`src/rtl/adder_sequencer.sv`:
```
// adder_sequencer: performs one 16-bit addition as four nibble steps through
// an external 4-bit adder. Nibble 0 is issued first, and the carry is chained
// from one nibble to the next. Result, carry-out and signed overflow are
// registered, and done pulses for one cycle when they become valid.
// Optional feature: define ADDER_SEQUENCER_SUB_EN to add a 'sub' input that
// turns the operation into op_a - op_b.
module adder_sequencer (
    input  logic        clk,
    input  logic        rst,
    input  logic        start,
`ifdef ADDER_SEQUENCER_SUB_EN
    input  logic        sub,
`endif
    input  logic [15:0] op_a,
    input  logic [15:0] op_b,
    input  logic        cin_in,
    output logic [3:0]  add_a,
    output logic [3:0]  add_b,
    output logic        add_cin,
    input  logic [3:0]  add_s,
    input  logic        add_cout,
    input  logic        add_ovf,
    output logic [15:0] sum,
    output logic        cout,
    output logic        ovf,
    output logic        busy,
    output logic        done
);

    typedef enum logic [1:0] {
        ST_IDLE = 2'd0,
        ST_RUN  = 2'd1,
        ST_DONE = 2'd2
    } state_t;

    state_t      r_state;
    logic [1:0]  r_idx;
    logic        r_carry;
    logic [15:0] r_op_a;
    logic [15:0] r_op_b;
    logic [15:0] r_sum;
    logic        r_cout;
    logic        r_ovf;
    logic        r_busy;
    logic        r_done;

    logic [15:0] w_op_b;
    logic        w_cin;
    logic [3:0]  w_lsb;

    // Select the operand B and initial carry to capture: subtraction stores ~op_b with carry 1.
    always_comb begin
`ifdef ADDER_SEQUENCER_SUB_EN
        w_op_b = sub ? ~op_b : op_b;
        w_cin  = sub ? 1'b1  : cin_in;
`else
        w_op_b = op_b;
        w_cin  = cin_in;
`endif
    end

    // Bit offset of the current nibble.
    assign w_lsb = {r_idx, 2'b00};

    // Drive the external adder with the current nibble during RUN, and drive zeros otherwise.
    always_comb begin
        // NOTE: each output gets a default before the conditional, so no path
        // leaves it unassigned and no latch is inferred.
        add_a   = 4'd0;
        add_b   = 4'd0;
        add_cin = 1'b0;
        if (r_state == ST_RUN) begin
            add_a   = r_op_a[w_lsb +: 4];
            add_b   = r_op_b[w_lsb +: 4];
            add_cin = r_carry;
        end
    end

    // Sequencer FSM with all outputs registered; reset aborts any operation without a done pulse.
    always_ff @(posedge clk or posedge rst) begin
        if (rst) begin
            r_state <= ST_IDLE;
            r_idx   <= 2'd0;
            r_carry <= 1'b0;
            r_op_a  <= 16'd0;
            r_op_b  <= 16'd0;
            r_sum   <= 16'd0;
            r_cout  <= 1'b0;
            r_ovf   <= 1'b0;
            r_busy  <= 1'b0;
            r_done  <= 1'b0;
        end else begin
            // NOTE: non-blocking assignments here mean every right-hand side
            // reads the pre-edge value. For example, the sum slice is
            // selected by the old r_idx even though r_idx is incremented in
            // the same branch.
            r_done <= 1'b0;
            case (r_state)
                ST_IDLE: begin
                    if (start) begin
                        r_op_a  <= op_a;
                        r_op_b  <= w_op_b;
                        r_carry <= w_cin;
                        r_idx   <= 2'd0;
                        r_busy  <= 1'b1;
                        r_state <= ST_RUN;
                    end
                end
                ST_RUN: begin
                    r_sum[w_lsb +: 4] <= add_s;
                    r_carry           <= add_cout;
                    r_idx             <= r_idx + 2'd1;
                    if (r_idx == 2'd3) begin
                        r_cout  <= add_cout;
                        r_ovf   <= add_ovf;
                        r_done  <= 1'b1;
                        r_state <= ST_DONE;
                    end
                end
                ST_DONE: begin
                    r_busy  <= 1'b0;
                    r_state <= ST_IDLE;
                end
                default: begin
                    r_busy  <= 1'b0;
                    r_state <= ST_IDLE;
                end
            endcase
        end
    end

    assign sum  = r_sum;
    assign cout = r_cout;
    assign ovf  = r_ovf;
    assign busy = r_busy;
    assign done = r_done;

endmodule

```
`config.mk`:
```
export PLATFORM = sky130hd
export DESIGN_NAME = adder_sequencer
export DESIGN_NICKNAME = d
export VERILOG_FILES = /design/src/rtl/adder_sequencer.sv
export SDC_FILE = /design/constraint.sdc
export NUM_CORES = 1
export LEC_CHECK = 0
export CORE_MARGIN = 2
export CORE_UTILIZATION = 30
export DETAILED_ROUTE_END_ITERATION = 6
export HOLD_SLACK_MARGIN = 0.12
export PLACE_DENSITY = 0.53
export REMOVE_ABC_BUFFERS = 1
export SETUP_SLACK_MARGIN = 0.4
export SLEW_MARGIN = 20
export SYNTH_ARGS = -nofsm -noshare
export SYNTH_HDL_FRONTEND = slang
export SYNTH_SLANG_ARGS = --single-unit
```
`constraint.sdc`:
```
create_clock -name clk -period 3.12 [get_ports clk]
set_clock_uncertainty 0.15 [all_clocks]
set_input_delay 0.624 -clock clk [delete_from_list [all_inputs] [get_ports clk]]
set_output_delay 0.624 -clock clk [all_outputs]
set_load 0.01 [all_outputs]
```
==> flow_summary.rst <==
.. list-table::
   :header-rows: 1

   * - Metric
     - Value
   * - Routed WL per cell
     - 15.4 um
   * - Height of the die
     - 97.9 um
   * - Clk Tree Root Cell
     - clkbuf_8
   * - Setup tns final
     - 0 ns
   * - Number of buffers added by the clock tree synthesis step
     - 9
   * - Post-CTS Hold Buffers
     - 0
   * - Worst Tran Pin Value
     - 0.500 ns
   * - Number of maximum-capacitance violations
     - 0
   * - Global route total overflow
     - 0
   * - Largest net degree at the start of global routing
     - 37
   * - Unique cell type count in the Yosys netlist
     - 29
   * - Ant. Diodes
     - 0
   * - Layout fillers
     - 852
   * - First-pass GRT wire length
     - 10,100 um
   * - Share of the yosys chip area belonging to registers
     - 54.0%
   * - Instance count of the mapped netlist
     - 197
   * - First-pass DRT Iterations
     - 4
   * - Area of the core
     - 8640 um2
   * - Chip Width
     - 97.9 um
   * - TritonCTS clock tree
     - done
   * - Placement Rows
     - 34
   * - Post-route DRC
     - 0
   * - Starting Density
     - 30.6%
   * - Count of input and output buffers
     - 70
   * - CTS sink count
     - 57
   * - Dpl hpwl
     - 4100 um
   * - Number of buffers on the longest clock path
     - 2
   * - Final-report hold violation count
     - 0
   * - Final critical-path share of the clock period
     - 82.0%
   * - Initial DRC count
     - 56
   * - Growth of design area from synthesis to finish
     - 39.0%
   * - CP endpoint kind
     - output port
   * - Area used by multi-input combinational logic
     - 1110 um2
   * - Crit-path max FO
     - 5
   * - Crit path time final
     - 2.56 ns
   * - Final GP Congestion
     - 0.691
   * - H-tree Lvls
     - 3
   * - Total wire length after detailed routing
     - 5960 um
   * - Setup crit start kind
     - flop
   * - Worst IR Drop VDD
     - 0.000560 V
   * - Post-synthesis instance area
     - 2640 um2
   * - Data arrival time at the worst-slack endpoint
     - 1.78 ns
   * - Overall via count from detail_route
     - 1,853
   * - Skew-Pair Late Insertion Delay
     - 0.33 ns
   * - # IOs
     - 71
   * - Setup repair after global routing missed its margin
     - false
   * - Static Leak
     - 1.61 nW
   * - Startpoint-to-endpoint class of the critical path
     - reg -> out
   * - Power per cell area
     - 983 nW/um2
   * - Antenna violations before repair
     - 0
   * - Fmax
     - 0.391 GHz
   * - Post-detailed-route via-to-cell ratio
     - 4.78
   * - Combined global-route utilization of all metal layers
     - 13.6%
   * - Post-CTS clock slew at the launch and capture registers of the worst setup and hold paths
     - 0.07 ns
   * - Number of nets with antenna violations after detailed routing
     - 0
   * - Mean area per synthesized cell
     - 13.4 um2
   * - Flip-flop and latch count after synthesis
     - 57
   * - Number of warnings reported in the yosys synthesis log
     - 0
   * - Total die area
     - 9580 um2
   * - Data required time of the worst path
     - 2.35 ns
   * - Outcome
     - finished, final reports clean
   * - Fin cells
     - 388
   * - Number of slew-limit violations in the final report
     - 0
   * - Net total in the final layout
     - 322
   * - Share of layout cells above drive strength 1
     - 25.0%
   * - Placed cell count
     - 370
   * - Via count of the first global-routing pass
     - 1,953
   * - Tightest slew margin relative to the limit
     - 66.6%
   * - Class of the worst hold path
     - reg -> reg
   * - Final-report setup violation count
     - 0
   * - Reg area
     - 1430 um2
[per-stage QoR]
stage          power, mW  hold slack, ns  setup slack (ns)  utilization (%)  cell area, um2
6_report            3.61           0.348             0.563             42.6            3670
5_1_grt             3.89           0.365             0.435             42.6            3670
4_1_cts             3.68           0.355             0.419             42.4            3660
3_5_place_dp        3.05           0.339             0.552             40.3            3480
3_3_place_gp        3.04           0.332             0.571             40.3            3480
2_1_floorplan       2.29           0.322             0.489                -            2570
[final timing paths]
path / start / to / slack (ns) / depth (start not counted)
hold reg to reg: sum[5] / sum[5] / 0.35 / 1
setup / recovery: r_idx[1] / add_a[1] / 0.56 / 4
max in group asynchronous: rst / r_idx[0] / 1.76 / 3
hold / removal: sum[5] / sum[5] / 0.35 / 1
min in group asynchronous: rst / ovf / 0.49 / 2
setup reg to reg: r_idx[0] / sum[10] / 0.81 / 5
[flip-flops by register name (all words and copies together), names as in the netlist]
signal and flops:
r_op_a 16, r_op_b 16, sum 16, r_idx 2, r_state 2, busy 1, cout 1, done 1
ovf 1, r_carry 1
[final cells by class]
class	instances	area share (%)
sequential	57	38.8
inverter	14	1.43
timing repair buffer	77	21.2
clock inverter	3	0.409
multi-input combinational	116	30.1
clock buffer	13	4.32
tap	108	3.68
[cell usage in the layout, fill, tap and decap left out, types with 2 or more instances in the layout]
cell type | synthesis | final
o22ai_1 | 9 | 9
dlymetal6s2s_1 | 0 | 3
nand2b_1 | 2 | 2
and3b_1 | 3 | 3
inv_1 | 14 | 13
nand2_1 | 8 | 8
mux2i_1 | 16 | 16
clkinv_2 | 0 | 3
o32ai_1 | 8 | 8
ha_1 | 5 | 5
buf_4 | 2 | 5
and4b_1 | 2 | 2
and4bb_2 | 3 | 3
nand3b_1 | 4 | 4
mux2_2 | 39 | 39
buf_12 | 0 | 2
clkbuf_1 | 3 | 2
clkdlybuf4s50_1 | 0 | 62
dlygate4sd2_1 | 0 | 5
a32o_1 | 4 | 4
dfrtp_1 | 57 | 56
clkbuf_8 | 0 | 11
[cells by family after synthesis]
family | synth area share, %
DFF | 54.0
and+or+nand+nor | 8.95
adders and majority gates | 2.37
muxes | 22.7
buffers and inverters | 4.64
AOI/OAI and AO/OA | 7.43
[critical path, cell delays in order, from the launching register on]
cell and delay (ns):
dfrtp_1 0.43, or3b_4 0.45, buf_4 0.17, o22ai_1 0.11, dlygate4sd2_1 0.29
[metal layers]
| metal | wire [um] | vias up | GRT usage (%) |
|---|---|---|---|
| li1 | - | 877 | - |
| met1 | 2740 | 904 | 17.1 |
| met2 | 2640 | 64 | 20.6 |
| met3 | 493 | 8 | 6.51 |
| met4 | 87 | 0 | 4.81 |
| met5 | 0 | - | 0 |
[synthesized netlist by cell type]
master    number  share of area (%)
inv_1         14                2.0
buf_6          3                1.3
clkbuf_1       3               0.43
and4b_1        2               0.76
o31ai_1        1               0.28
ha_1           5                2.4
o21bai_1       1               0.28
and4bb_2       3                1.4
a221o_1        1               0.38
dfrtp_1       57                 54
mux2_2        39                 17
and3b_1        3               0.99
or3b_2         2               0.66
nor4bb_1       1               0.38
or4b_4         1               0.52
nor3b_2        1               0.47
a32o_1         4                1.5
mux2i_1       16                6.1
buf_4          2               0.57
buf_2          2               0.38
nand3b_1       4                1.1
nor3b_1        1               0.28
nand2b_1       2               0.47
a21oi_1        1               0.19
o22ai_1        9                2.1
and2_1         1               0.24
o32ai_1        8                2.7
nand2_1        8                1.1
nor2b_1        2               0.47
[power breakdown]
group | internal [mW] | switching (mW) | total, mW
sequential | 1.09 | 0.191 | 1.28
combinational | 0.959 | 0.757 | 1.72
clock | 0.328 | 0.289 | 0.617
[timing repair]
item	4_1_cts	5_1_grt
gates cloned	0	0
pin swaps	1	0
setup buffers	2	0
resized for setup	7	4
setup endpoints to repair	8	4
Power figures use the tool's default switching activity.
